[src/rtl/uart_rx.sv]
// 8N1 UART receiver: 2-FF pin synchronizer, mid-bit sampling FSM, and a
// 1-deep valid/ready output buffer with frame-error and overrun pulses.
`timescale 1ns/1ps
module uart_rx #(
  parameter int CLK_FREQ = 25_000_000,
  parameter int BAUD     = 115_200
) (
  input  logic       clk_from_FPGA,
  input  logic       rst_from_FPGA,
  input  logic       uart_rx_pin_from_FPGA,
  output logic [7:0] rx_data,
  output logic       rx_valid,
  input  logic       rx_ready,
  output logic       rx_busy,
  output logic       rx_frame_err,
  output logic       rx_overrun
);

  localparam int CLKS_PER_BIT = CLK_FREQ / BAUD;
  localparam int HALF_BIT     = CLKS_PER_BIT / 2;
  localparam int CNT_W        = $clog2(CLKS_PER_BIT) + 1;

  localparam logic [CNT_W-1:0] BIT_LAST  = CNT_W'(CLKS_PER_BIT - 1);
  localparam logic [CNT_W-1:0] HALF_LAST = CNT_W'(HALF_BIT - 1);

  typedef enum logic [2:0] {
    S_WAIT_IDLE,
    S_IDLE,
    S_START,
    S_DATA,
    S_STOP
  } state_t;

  state_t           state_q, state_d;
  logic [CNT_W-1:0] cnt_q, cnt_d;
  logic [2:0]       bit_idx_q, bit_idx_d;
  logic [7:0]       shift_q, shift_d;
  logic             rx_meta_q, rxs_q;
  logic [7:0]       data_q, data_d;
  logic             valid_q, valid_d;
  logic             ferr_q, ferr_d;
  logic             ovr_q, ovr_d;
  logic             byte_done;
  logic             accept;

  always_ff @(posedge clk_from_FPGA) begin
    if (rst_from_FPGA) begin
      rx_meta_q <= 1'b1;
      rxs_q     <= 1'b1;
      state_q   <= S_WAIT_IDLE;
      cnt_q     <= '0;
      bit_idx_q <= '0;
      shift_q   <= '0;
      data_q    <= '0;
      valid_q   <= 1'b0;
      ferr_q    <= 1'b0;
      ovr_q     <= 1'b0;
    end else begin
      rx_meta_q <= uart_rx_pin_from_FPGA;
      rxs_q     <= rx_meta_q;
      state_q   <= state_d;
      cnt_q     <= cnt_d;
      bit_idx_q <= bit_idx_d;
      shift_q   <= shift_d;
      data_q    <= data_d;
      valid_q   <= valid_d;
      ferr_q    <= ferr_d;
      ovr_q     <= ovr_d;
    end
  end

  // Start bit is re-checked at half a bit, so later samples land mid-bit.
  always_comb begin
    state_d   = state_q;
    cnt_d     = cnt_q;
    bit_idx_d = bit_idx_q;
    shift_d   = shift_q;
    byte_done = 1'b0;
    ferr_d    = 1'b0;
    unique case (state_q)
      S_WAIT_IDLE: begin
        if (rxs_q) state_d = S_IDLE;
      end
      S_IDLE: begin
        if (!rxs_q) begin
          state_d = S_START;
          cnt_d   = '0;
        end
      end
      S_START: begin
        if (cnt_q == HALF_LAST) begin
          cnt_d = '0;
          if (rxs_q) begin
            state_d = S_IDLE;
          end else begin
            state_d   = S_DATA;
            bit_idx_d = '0;
          end
        end else begin
          cnt_d = cnt_q + 1'b1;
        end
      end
      S_DATA: begin
        if (cnt_q == BIT_LAST) begin
          cnt_d   = '0;
          shift_d = {rxs_q, shift_q[7:1]};
          if (bit_idx_q == 3'd7) state_d = S_STOP;
          else bit_idx_d = bit_idx_q + 3'd1;
        end else begin
          cnt_d = cnt_q + 1'b1;
        end
      end
      S_STOP: begin
        if (cnt_q == BIT_LAST) begin
          cnt_d = '0;
          if (rxs_q) begin
            byte_done = 1'b1;
            state_d   = S_IDLE;
          end else begin
            ferr_d  = 1'b1;
            state_d = S_WAIT_IDLE;
          end
        end else begin
          cnt_d = cnt_q + 1'b1;
        end
      end
      default: state_d = S_WAIT_IDLE;
    endcase
  end

  // A completing byte may replace a byte being accepted in the same cycle.
  always_comb begin
    data_d  = data_q;
    valid_d = valid_q;
    ovr_d   = 1'b0;
    accept  = valid_q & rx_ready;
    if (byte_done) begin
      if (!valid_q || accept) begin
        data_d  = shift_q;
        valid_d = 1'b1;
      end else begin
        ovr_d = 1'b1;
      end
    end else if (accept) begin
      valid_d = 1'b0;
    end
  end

  assign rx_data      = data_q;
  assign rx_valid     = valid_q;
  assign rx_busy      = (state_q != S_IDLE);
  assign rx_frame_err = ferr_q;
  assign rx_overrun   = ovr_q;

endmodule

[config.mk]
export PLATFORM = sky130hd
export DESIGN_NAME = uart_rx
export DESIGN_NICKNAME = d
export VERILOG_FILES = /design/src/rtl/uart_rx.sv
export SDC_FILE = /design/constraint.sdc
export NUM_CORES = 1
export LEC_CHECK = 0
export CAP_MARGIN = 25
export CORE_AREA = 2 2 56 58
export CTS_CLUSTER_SIZE = 12
export DETAILED_ROUTE_END_ITERATION = 8
export DIE_AREA = 0 0 58 60
export GPL_TIMING_DRIVEN = 0
export PLACE_DENSITY = 0.8
export SLEW_MARGIN = 20
export SYNTH_ARGS = -nofsm -noshare
export SYNTH_HDL_FRONTEND = slang
export SYNTH_SLANG_ARGS = --single-unit
[constraint.sdc]
create_clock -name clk_from_FPGA -period 4.15 [get_ports clk_from_FPGA]
set_input_delay 0.415 -clock clk_from_FPGA [delete_from_list [all_inputs] [get_ports clk_from_FPGA]]
set_output_delay 0.415 -clock clk_from_FPGA [all_outputs]
set_load 0.05 [all_outputs]
# Yosys cells after proc, flatten, opt, wreduce, memory -nomap -nowiden
# Cells that the tools add are included.
[totals] register_bits=36 input_bits=4 out_inout_bits=12 elab_cells=74
[op_classes] add_sub_neg=2 n_eq_ne=17 muxes=26 bitwise=4 n_reduce_logical=15
[ops] cell="$mux W3" n=10
[ops] cell="$mux W9" n=3
[ops] cell="$pmux W9 S3" n=1
[ops] cell="$ne A2 B2 Y1 const B" n=8
[ops] cell="$pmux W3 S5" n=1
[ops] cell="$add A9 B1 Y9 const B" n=1
[ops] cell="$eq A9 B7 Y1 const B" n=1
[ops] cell="$eq A9 B8 Y1 const B" n=1
[ops] cell="$mux W1" n=9
[ops] cell="$reduce_and A2 Y1" n=4
[ops] cell="$eq A3 B2 Y1 const B" n=2
[ops] cell="$eq A3 B3 Y1 const B" n=2
[ops] cell="$pmux W3 S2" n=1
[ops] cell="$reduce_and A6 Y1" n=1
[ops] cell="$reduce_and A5 Y1" n=1
[ops] cell="$reduce_bool A2 Y1" n=2
[ops] cell="$reduce_or A2 Y1" n=2
[ops] cell="$add A3 B1 Y3 const B" n=1
[ops] cell="$eq A3 B1 Y1 const B" n=1
[ops] cell="$logic_not A3 Y1" n=1
[ops] cell="$ne A3 B1 Y1 const B" n=1
[ops] cell="$not A1 Y1" n=3
[ops] cell="$reduce_bool A3 Y1" n=1
[ops] cell="$reduce_or A3 Y1" n=1
[ops] cell="other kinds (5)" n=5

# Longest topological paths before layout
# Gate-level depths: netlist (run 1).
[logic_depth] depth_word=5 mapped_depth=8 mapped_depth_nobuf=7

# Least setup slack after synthesis (run 1)
# Ideal clock, no wire load.
[synth_timing] kind="register to register" start="register cnt_q[0]" end="register state_q[1]" setup_time_ps=70 arrival_ps=1729 t_required_ps=4080 slack_ps=2350 stages_incl_launch_ff=8 path_buffers=0 synth_period_minus_slack_ps=1800 cell_sequence="dfxtp_1 inv_1 ha_1 and4bb_1 nand4b_4 a22o_1 or4_1 a21oi_1"
[synth_via] elab_chain_cells=3 elab_cells_between_ends=6 classes_between="eq/ne: 5; reduce/logical: 1"
[synth_rtl] item="start, declared" line_no="35" rtl="logic [CNT_W-1:0] cnt_q, cnt_d;"
[synth_rtl] item="start signal, assigned" line_no="62" rtl="cnt_q <= cnt_d;"
[synth_rtl] item="$eq A9 B8 Y1 / $eq A9 B7 Y1 (equally long branches)" line_no="104, 114, 91"
[synth_rtl] item="$ne A2 B2 Y1 (no line)"
[synth_rtl] item="$reduce_and A6 Y1 (no line) *"
[synth_rtl] item="end signal, assigned" line_no="61" rtl="state_q <= state_d;"
[synth_rtl] item="end, declared" line_no="34" rtl="state_t state_q, state_d;"
# Mark *: on every way between the ends. The rest lies on a longest branch, timed or not.
# A chain may end at the register's enable or synchronous reset.

# Worst setup path in the final report (run 1)
[layout_timing] start="register state_q[0]" end="output port rx_busy"
[layout_via] elab_chain_cells=1
[layout_rtl] item="$ne A3 B1 Y1" line_no="151" rtl="assign rx_busy = (state_q != S_IDLE);"
[layout_rtl] item="end, declared" line_no="14" rtl="output logic rx_busy,"
# Every way passes these cells.

==> results.md, run 1 <==
- Leakage: 0.000680 uW
- RR Startpoint: state_q[2]
- CP arrival: 1.90 ns
- Core area: 0.00290 mm^2
- DR iter-0 viols: 55
- Post-DP HPWL: 2.24 mm
- Share of flip-flops with an asynchronous set or reset: 0
- Global route overflow: 0
- Vias: 1,343
- Achievable frequency: 433 MHz
- Pins over their slew limit: 0
- CP startpoint: state_q[0]
- Clk buf depth: 2
- WL final: 3.14 mm
- TritonCTS Buffers: 5
- Startpoint Class: register
- # fillers: 257
- CTS Sinks: 36
- First-pass GRT wire length: 5.43 mm
- Clk pin slew, worst setup/hold paths: 0.11 ns
- Share of cells above drive strength 1: 0.0746
- Status: finished, final reports clean
- Total track usage: 0.206
- GPL Wtd Cong: 0.896
- Crit path capture type: output port
- I/O Buffers: 14
- DRC viols: 0
- Cells after synthesis: 180
- Synth warn: 0
- Synth area leaders: dfxtp_1 (44%), mux2i_1 (10%), nor2_1 (6.2%)
- Post-Syn Nets: 188
- Number of post-CTS setup repair buffers: 0
- Clock power frac: 0.236
- Power Density: 388 mW/mm^2
- H-tree depth: 2
- Post-synth EDFFs: 0
- Setup WS post-layout: 1.84 ns
- Row cnt: 20
- Critical path class: reg2out
- Synth Flop Type: dfxtp_1
- Synth-to-layout area growth: 13.9%
- Psw: 239 uW
- Post-cts sizing count: 0
- Post-synthesis sequential area ratio: 0.440
- Required @ worst endpoint: 3.73 ns
- DIE AREA: 0.00348 mm^2
- Via-to-Cell Ratio: 5.74
- Hold Crit Start: rx_meta_q
- Worst vdd ir: 0.295 mV
- Layout net count: 209
- Critical Path Fanout Max: 10
- Largest net degree at the start of global routing: 11
- Top-Level Pins: 16
- Final setup viols: 0
- Antenna violations before repair: 0
- Unique masters post-synth: 38
- Max Cap Violations: 0
- Setup WS pre-CTS: 2.17 ns
- Post-synth top area cell: dfxtp_1
- Number of global-route vias before repair: 1,225
- Cell area after synthesis: 0.00164 mm^2
- Top-count cell post-synth: dfxtp_1
- Initial Util: 0.564
- Worst-Skew Late Latency: 0.34 ns
- Sw frac: 0.329
- Register share of total power: 0.522
- RSZ-0062 raised after global routing: false
- #FFs+latches synth: 36
- Die Wd: 58 um
- Sequential Area: 721 um^2
- CTS tree: yes
- Setup TNS: 0 ns
- Synth top area share: 0.440
- Relative slew slack: 0.666
- Syn avg cell area: 9.10 um^2
- Logic pwr share: 0.243
- Tcrit/Tclk final: 0.557
- Routed Antenna Nets: 0
- Drt first pass iters: 4
- Die Ht: 60 um
- Routed len/inst: 13.4 um
- Clk_skew: 0.0122 ns
- Final worst path period need: 2.31 ns
- Synth cell count leaders: dfxtp_1 (36), nor2_1 (27), mux2i_1 (17)
- Final hold vios: 0
- Root cell of the clock tree: clkbuf_4
- Area of the multi-input gates: 866 um^2
- Internal: 486 uW
- HP Class: reg2reg
- Worst-Margin Slew: 0.500 ns
- CTS Hold Bufs: 0
- Diodes inserted: 0
==> per-stage QoR <==
step | hold WS, ns | std cells | total power [uW] | utilization | cell area [um^2]
after floorplan | 0.389 | 180 | 514 | - | 1640
after global placement | 0.394 | 227 | 552 | 0.627 | 1820
after detailed placement | 0.400 | 227 | 559 | 0.627 | 1820
after CTS | 0.437 | 234 | 729 | 0.643 | 1870
after global routing | 0.454 | 234 | 770 | 0.643 | 1870
final | 0.428 | 234 | 725 | 0.643 | 1870
==> worst max-delay path, cell delays in order (launching register included) <==
cell and delay (ns):
dfxtp_1 0.40, clkbuf_1 0.32, nand3b_1 0.12, clkdlybuf4s50_1 0.71
==> layout make-up <==
type | instances | share of cell area
Multi-Input combinational cell | 132 | 0.464
Sequential cell | 36 | 0.386
Timing Repair Buffer | 14 | 0.0751
Clock buffer | 6 | 0.0221
Tap cell | 33 | 0.0221
Buffer | 8 | 0.0195
Inverter | 4 | 0.00805
Clock inverter | 1 | 0.00268
==> cell families (layout without fill, tap and decap cells) <==
logic type / Yosys count / count (layout) / synth area share
flops: 36 / 36 / 0.440
mux: 17 / 17 / 0.104
simple gates: 79 / 79 / 0.270
xor+xnor: 3 / 3 / 0.0160
fa+ha+maj: 4 / 4 / 0.0306
compound gates: 29 / 29 / 0.108
buf+inv: 12 / 33 / 0.0313
==> layer usage <==
metal	GRT usage	part of all wire	up-vias	wire [um]
li1	-	-	676	-
met4	0.110	0.025	0	78
met5	0	0	-	0
met2	0.317	0.47	28	1490
met1	0.256	0.45	630	1420
met3	0.0714	0.048	9	151
==> power by group through the flow <==
stage          registers, uW  clock network, uW  logic [uW]
2_1_floorplan            381                  0         134
3_3_place_gp             384                  0         168
3_5_place_dp             386                  0         173
4_1_cts                  378                177         174
5_1_grt                  381                193         195
6_report                 378                171         176
==> cells in the final DEF (no fill, tap or decap), drive strengths merged, types with 4 or more instances in the layout <==
master	count
mux2i	17
clkbuf	11
o21ai	6
nand2b	4
inv	4
nor2b	6
ha	4
a21oi	11
nor2	28
nand2	8
clkdlybuf4s50	14
or3	5
nand3	5
dfxtp	36
==> worst paths after layout <==
kind | end | slack [ns] | depth (start not counted)
max reg2reg | rx_data[5] | 2.14 | 6
min reg2reg | rxs_q | 0.43 | 1
max | rx_busy | 1.84 | 3
min | rxs_q | 0.43 | 1
==> sequential cells by signal, indices dropped and copies added (netlist names) <==
name,count
rx_overrun,1
rx_meta_q,1
rx_frame_err,1
rxs_q,1
bit_idx_q,3
rx_data,8
shift_q,8
state_q,3
cnt_q,9
rx_valid,1
Note: power is estimated with default switching activity, not from simulation.
==> inputs of run 2 (changes only) <==
CORE_AREA = 2 2 61 63   (was 2 2 56 58)
DIE_AREA = 0 0 63 65   (was 0 0 58 60)
PLACE_DENSITY = 0.71   (was 0.8)
clock period = 2.1 ns   (was 4.15 ns; I/O delays follow)
==> run 2 against run 1 <==
Sequential share of layout area decreased by 1.7 points. Sequential cell count unchanged. Die area increased by 18%. Combinational power increased by 97%. Cell count increased by 8.5%. Clock skew decreased by 0.0011 ns. Setup slack got worse by 1.7 ns. Final area increased by 4.9%. First-iteration DRC count increased by 58%. Clock power increased to 2.9 times the previous value. Via count increased by 0.45%. Register-to-register slack got worse by 2.0 ns. Critical path type is now reg2reg. Largest power group unchanged.
==> results.md, run 2 (synthesized netlist as in run 1, its figures left out) <==
- TritonCTS Buffers: 5
- DIE AREA: 0.00410 mm^2
- Most common cell after layout, fill and taps aside: dfxtp_1
- Vias: 1,349
- CP startpoint: cnt_q[1]
- Worst-Margin Slew: 0.539 ns
- Cell area after layout: 0.00196 mm^2
- Power Density: 818 mW/mm^2
- Antenna violations before repair: 0
- Final hold vios: 0
- Required @ worst endpoint: 2.37 ns
- Critical path class: reg2reg
- CTS tree: yes
- Final worst path period need: 2.00 ns
- Global route overflow: 0
- H-tree depth: 2
- Max Cap Violations: 0
- Core area: 0.00350 mm^2
- I/O Buffers: 14
- Largest register FFs: 9
- WL final: 3.24 mm
- Clk buf depth: 2
- Diodes inserted: 0
- Tcrit/Tclk final: 0.954
- Total power: 1600 uW
- Clk_skew: 0.0111 ns
- Critical Path Fanout Max: 10
- Hold Crit Start: rst_from_FPGA
- Worst path bufs/invs: 1
- Inst Count DP: 242
- Crit path largest cell delay: 0.40 ns
- Pins over their slew limit: 0
- Top-Level Pins: 16
- Routed len/inst: 12.7 um
- Row cnt: 22
- Drt first pass iters: 4
- Layout Cells excl Fill: 254
- CTS Sinks: 36
- Worst-Skew Late Latency: 0.34 ns
- DR iter-0 viols: 87
- Initial Util: 0.469
- Post-DP HPWL: 2.31 mm
- Crit-path cells: ha_1 -> nor2b_2 -> nand3_1 -> a22o_1 -> clkbuf_4 -> or3_1 -> a21oi_1
- Final setup viols: 0
- # fillers: 347
- Root cell of the clock tree: clkbuf_4
- Crit path capture type: register
- Area post-placement: 0.00184 mm^2
- Largest Register: cnt_q
- Layout net count: 213
- Clk pin slew, worst setup/hold paths: 0.12 ns
- Commonest cells after routing, fill and taps aside: dfxtp_1 (35), nor2_1 (27), mux2i_1 (17), clkdlybuf4s50_1 (13), a21oi_1 (11)
- Startpoint Class: register
- Die Ht: 65 um
- Die Wd: 63 um
- RR Startpoint: cnt_q[1]
- First-pass GRT wire length: 5.71 mm
- Crit path max-delay family: simple AND/OR/NAND/NOR gates
- Worst vdd ir: 0.473 mV
- HP Class: in2reg
- Leakage: 0.000710 uW
- DRC viols: 0
- GPL Wtd Cong: 0.851
- Relative slew slack: 0.640
- CP arrival: 2.28 ns
- CTS Hold Bufs: 0
- Largest net degree at the start of global routing: 14
- Status: finished, final reports clean
- Routed Antenna Nets: 0
- Total track usage: 0.177
- Synth-to-layout area growth: 19.5%
- Number of global-route vias before repair: 1,309
- Achievable frequency: 499 MHz
- Share of cells above drive strength 1: 0.112
- CP max stage cell: dfxtp_1
- Via-to-Cell Ratio: 5.31
-- run 2: cell count changes in the layout (fill, tap and decap cells not counted), sizes merged --
| cell | previous run | this run |
|---|---|---|
| buf | 3 | 6 |
| bufinv | 0 | 1 |
| clkdlybuf4s50 | 14 | 13 |
| clkinv | 1 | 0 |
| clkinvlp | 0 | 1 |
| dlygate4sd2 | 0 | 1 |
| inv | 4 | 5 |
-- run 2: cell type report --
class                           count  area [um^2]  share of cell area
Sequential cell                    36          722               0.369
Multi-Input combinational cell    132          868               0.444
Clock buffer                        5         37.5              0.0192
Clock inverter                      3         46.3              0.0237
Tap cell                           48         60.1              0.0307
Timing Repair Buffer               18          169              0.0863
Buffer                              8         38.8              0.0198
Inverter                            4         15.0             0.00767
-- run 2: power breakdown --
part | internal, uW | leakage, uW | switching, uW | total [uW]
Clock | 254 | 0.0000418 | 250 | 504
Sequential | 712 | 0.000291 | 37.2 | 749
Combinational | 125 | 0.000377 | 223 | 347
-- run 2: final timing paths --
check	end	slack [ns]	depth (start not counted)
max	state_q[2]	0.1	7
min	rx_meta_q	0.31	2
max reg2reg	state_q[2]	0.1	7
min reg2reg	rxs_q	0.42	1
-- run 2: repair_timing --
| action | CTS | global route |
|---|---|---|
| pin swaps | 0 | 2 |
| resized for setup | 1 | 3 |
| setup endpoints to repair | 1 | 2 |
| setup buffers | 0 | 4 |
| endpoints found under the hold margin | 0 | 0 |
-- run 2: per-layer routing --
layer  part of all wire  global-route usage  vias up
li1                   -                   -      683
met1               0.44               0.199      630
met2               0.50               0.311       28
met3              0.036              0.0434        8
met4              0.019              0.0917        0
met5                  0                   0        -
-- run 2: through the flow --
step / utilization / hold slack, ns / worst slack, ns / TNS (ns)
detailed placement: 0.526 / 0.393 / 0.111 / 0
floorplan: - / 0.314 / 0.300 / 0
global placement: 0.526 / 0.394 / 0.168 / 0
finish: 0.560 / 0.312 / 0.0961 / 0
CTS: 0.549 / 0.315 / 0.0843 / 0
global route: 0.560 / 0.344 / -0.0191 / -0.0191
==> inputs of run 3 (changes only) <==
CAP_MARGIN = 20   (was 25)
CORE_AREA = 2 2 58 60   (was 2 2 61 63)
DIE_AREA = 0 0 60 62   (was 0 0 63 65)
PLACE_DENSITY = 0.75   (was 0.71)
clock period = 2.01 ns   (was 2.1 ns; I/O delays follow)
==> run 3 against run 2 <==
Hold slack better by 0.00080 ns. Clock-buffer cell count stayed put. Power up 7.7%. Die area is 9.2% lower. Non-clock buffer count unchanged. Clock skew shrank 0.0017 ns. Critical endpoint is now state_q[0]. Sequential cell count stayed put. Final area grew 1.8%. Fmax increased by 2.9%.
==> results.md, run 3 (synthesized netlist as in run 1, its figures left out) <==
- Final worst path period need: 1.95 ns
- Layout net count: 213
- Final setup viols: 0
- Worst vdd ir: 0.586 mV
- Register share of total power: 0.457
- Clk buf depth: 2
- Met3 wire length: 122 um
- Antenna violations before repair: 0
- CP arrival: 2.21 ns
- Total power: 1720 uW
- Worst-Margin Slew: 0.559 ns
- Diodes inserted: 0
- Die Ht: 62 um
- Critical Path Fanout Max: 6
- Vias: 1,366
- Met2 Wirelength: 1.60 mm
- Top-Level Pins: 16
- Number of global-route vias before repair: 1,232
- Final hold vios: 0
- Largest net degree at the start of global routing: 13
- Largest Register: cnt_q
- GPL Wtd Cong: 0.861
- Die Wd: 60 um
- Sw frac: 0.312
- Crit-path cells: inv_2 -> ha_4 -> and4bb_1 -> nand4b_4 -> a22o_1 -> or4_1 -> a21oi_2
- Clk pin slew, worst setup/hold paths: 0.11 ns
- CTS Hold Bufs: 0
- Worst path bufs/invs: 1
- Achievable frequency: 514 MHz
- Share of cells above drive strength 1: 0.160
- H-tree depth: 2
- Internal: 1190 uW
- Total track usage: 0.192
- I/O Buffers: 14
- Root cell of the clock tree: clkbuf_4
- M1 WL: 1.43 mm
- Power Density: 866 mW/mm^2
- Row cnt: 21
- Initial Util: 0.515
- Largest register FFs: 9
- DIE AREA: 0.00372 mm^2
- Drt first pass iters: 4
- CTS tree: yes
- Reg2reg setup slack: 0.06 ns
- Hold WS: 0.313 ns
- Global route overflow: 0
- RSZ-0062 raised after global routing: true
- Critical path class: reg2reg
- Status: finished, final reports clean
- Crit path largest cell delay: 0.52 ns
- Most common cell after layout, fill and taps aside: dfxtp_1
- Logic pwr share: 0.253
- DR top layer: met4
- WL final: 3.22 mm
- Leakage: 0.000717 uW
- Relative slew slack: 0.628
- Crit path capture type: register
- Tcrit/Tclk final: 0.968
- Fin util: 0.627
- Crit path max-delay family: simple AND/OR/NAND/NOR gates
- Clk_skew: 0.00940 ns
- CTS Sinks: 36
- First-pass GRT wire length: 5.27 mm
- Clock power frac: 0.290
- Worst-Skew Late Latency: 0.33 ns
- Psw: 537 uW
- DRC viols: 0
- Max Cap Violations: 0
- Via-to-Cell Ratio: 5.42
- Core area: 0.00318 mm^2
- CP max stage cell: or4_1
- Pins over their slew limit: 0
- Routed Antenna Nets: 0
- Commonest cells after routing, fill and taps aside: dfxtp_1 (33), nor2_1 (27), mux2i_1 (17), clkdlybuf4s50_1 (13)
- Synth-to-layout area growth: 21.6%
- DR iter-0 viols: 75
- HP Class: in2reg
- TritonCTS Buffers: 5
- Routed len/inst: 12.8 um
- Startpoint Class: register
- Required @ worst endpoint: 2.27 ns
- Post-DP HPWL: 2.26 mm
## run 3: repair_timing
item,4_1_cts,5_1_grt
endpoints found under the setup margin,1,13
resized for setup,1,17
hold endpoints to repair,0,0
setup buffers,0,4
pin swaps,0,5
## run 3: worst paths after layout
path	cells past startpoint	start	endpoint
setup reg to reg	7	cnt_q[0]	state_q[0]
hold reg to reg	1	rx_meta_q	rxs_q
hold / removal	2	rst_from_FPGA	rxs_q
setup / recovery	7	cnt_q[0]	state_q[0]
## run 3: power by group through the flow
stage / clock (uW) / combinational (uW) / sequential, uW
global placement: 0 / 351 / 793
floorplan: 0 / 276 / 786
CTS: 517 / 351 / 780
detailed placement: 0 / 357 / 796
finish: 500 / 437 / 788
global route: 552 / 481 / 793
## run 3: per-layer routing
layer / global-route usage / up-vias
met2: 0.315 / 35
met4: 0.117 / 0
met5: 0 / -
met1: 0.227 / 636
met3: 0.0455 / 6
li1: - / 689
## run 3: area by class of cell
| type | instances | area, um^2 |
|---|---|---|
| Buffer | 8 | 42.5 |
| Clock buffer | 5 | 37.5 |
| Clock inverter | 3 | 42.5 |
| Fill cell | 275 | 1190 |
| Inverter | 4 | 15.0 |
| Multi-Input combinational cell | 132 | 901 |
| Sequential cell | 36 | 727 |
| Tap cell | 46 | 57.6 |
| Timing Repair Buffer | 18 | 169 |
## run 3: stage by stage
step / TNS, ns / std cells / worst slack, ns / cell area, um^2
4_1_cts: 0 / 248 / 0.0427 / 1910
2_1_floorplan: 0 / 180 / 0.210 / 1640
3_5_place_dp: 0 / 240 / 0.0531 / 1840
5_1_grt: -0.170 / 252 / -0.0496 / 1990
3_3_place_gp: 0 / 240 / 0.0800 / 1840
6_report: 0 / 252 / 0.0633 / 1990
==> patch: new RTL, flow settings as in run 2 <==
Set the parameter `CLK_FREQ` to 50_000_000 (it was 25_000_000).
--- a/src/rtl/uart_rx.sv
+++ b/src/rtl/uart_rx.sv
@@ -2,7 +2,7 @@
 // 1-deep valid/ready output buffer with frame-error and overrun pulses.
 `timescale 1ns/1ps
 module uart_rx #(
-  parameter int CLK_FREQ = 25_000_000,
+  parameter int CLK_FREQ = 50_000_000,
   parameter int BAUD     = 115_200
 ) (
   input  logic       clk_from_FPGA,
Formal check against the unedited RTL: same outputs for any inputs over 10 cycles, from zero or initial values and one cycle with rst_from_FPGA high; that may be too few to reach the edited logic, so the function may still have changed.
==> patch against run 2 <==
Sequential share of layout area down 1.1 points; final area up 6.6%; final cell count rose by 6.7%; sequential cell count increased by 1; clock power up 4.4%; routed wire length rose by 11%; clock skew is 1.3 ps lower; setup slack worse by 20 ps; first-iteration DRC count is 4.6% higher; total power is 12% higher; synthesized cell count grew 7.8%; area after synthesis is 4.8% higher; fmax fell by 1.0%; global-route usage up 1.4 points.
==> patch: results <==
[placed_design]
place_congestion = 0.849
dpl_cell_area_um2 = 1930
post-place-ws_ps = -33.0
placed_cells = 257
dp.final_hpwl_um = 2530
io_buffers = 15

[finish]
nFillCells = 332
largest_reg_flops = 10
antenna_cells = 0
drive_above_1_share_pct = 13.9
top_register = "cnt_q"
nNetsFinal = 231

[yosys]
synth_adder_area_share_pct = 3.64
postSynth.asyncResetShare_pct = 0
synth_compound_area_share_pct = 12.3
synth_nets = 203
synth_cell_type_count = 47
muxShareOfSynthArea_pct = 9.91
yosys-top-cells-area = "dfxtp_1, mux2i_1, nor2_1, a21oi_1, ha_1"
postSynthAreaPerCell_um2 = 8.85
synth-xor-area-share_pct = 1.02
synth_warnings = 0
yosys-top-cells-count = "dfxtp_1, nor2_1, mux2i_1"
synthFlopType = "dfxtp_1"
yosysSeqAreaShare_pct = 43.1

[clock_network]
post-cts-setup-buffers = 0
cts.htree.levels = 2
cts_resized = 2
cts_buffer_depth = 2
clkTransAtPathRegs_ps = 120
cts_buffers = 5
cts_root_buffer = "clkbuf_4"
clk_latency_ps = 350

[global_routing]
grt_max_degree = 13
antenna_found_initial = 0
grt_pass1_vias = 1410
grt_pass1_wl_um = 6180
grtUsageTotal_pct = 19.1

[hold_path]
holdPathStages = 2
hp-class = "in2reg"

[sta]
fin_skew_ps = 9.85
finalMaxSlewViolations = 0
worst_slew_pin_slew_ps = 529

[power]
ir_worst_vdd_uv = 514
p_leak_nw = 0.810

[detailed_routing]
drt_pass1_iterations = 4
drtIter0Drc = 91
wl_um = 3600
post_drt_wl_per_cell_um = 13.3
routed_via_density = 5.42

[setup_path]
critPathArrivalTime_ps = 2310
cp_max_fo = 5
r2r_cells = 9

[outcome]
status = "finished clean"
patch: cell count changes in the layout (fill, tap and decap cells not counted), sizes merged, moves of 3 or more:
cell	delta
nor3b	+4
nor2b	-4
o21ai	+3
nand2	+6
a21oi	+3
buf	+4
or3	-4
patch: layer usage:
layer	GRT usage [%]	vias up	part of all wire, %
li1	-	738	-
met1	22.4	693	45
met2	33.0	32	49
met3	6.25	6	5.1
met4	6.39	0	1.2
met5	0	-	0
patch: power breakdown:
group	internal, mW	total (mW)	leakage, nW	switching [mW]
clock	0.283	0.526	0.0445	0.243
combinational	0.197	0.508	0.466	0.311
sequential	0.728	0.759	0.300	0.0309
patch: layout make-up:
class	instances	area (um^2)	area share, %
Multi-Input combinational cell	143	931	44.6
Tap cell	48	60.1	2.88
Sequential cell	37	746	35.8
Buffer	9	47.5	2.28
Timing Repair Buffer	21	194	9.30
Inverter	5	18.8	0.900
Clock inverter	2	37.5	1.80
Clock buffer	6	51.3	2.46
patch: kinds of logic after synthesis:
family	Yosys count
AND/OR/NAND/NOR	84
multiplexers	17
buffers and inverters	14
adder cells (fa/ha/maj)	5
flip-flops	37
XOR/XNOR	2
AO/OA/AOI/OAI	35
patch: path summary, 6_finish.rpt:
path	from	slack (ps)	endpoint
setup / recovery	cnt_q[0]	80	cnt_q[6]
hold reg to reg	rx_meta_q	430	rxs_q
setup reg to reg	cnt_q[0]	80	cnt_q[6]
hold / removal	uart_rx_pin_from_FPGA	410	rx_meta_q
patch: worst max-delay path: stages, from the launching register on:
cell,delay (ps)
dfxtp_4,380
inv_1,40
ha_1,170
or4bb_4,210
o21ai_2,50
o21a_1,200
buf_4,140
and2_1,140
or4_1,490
a31oi_1,130
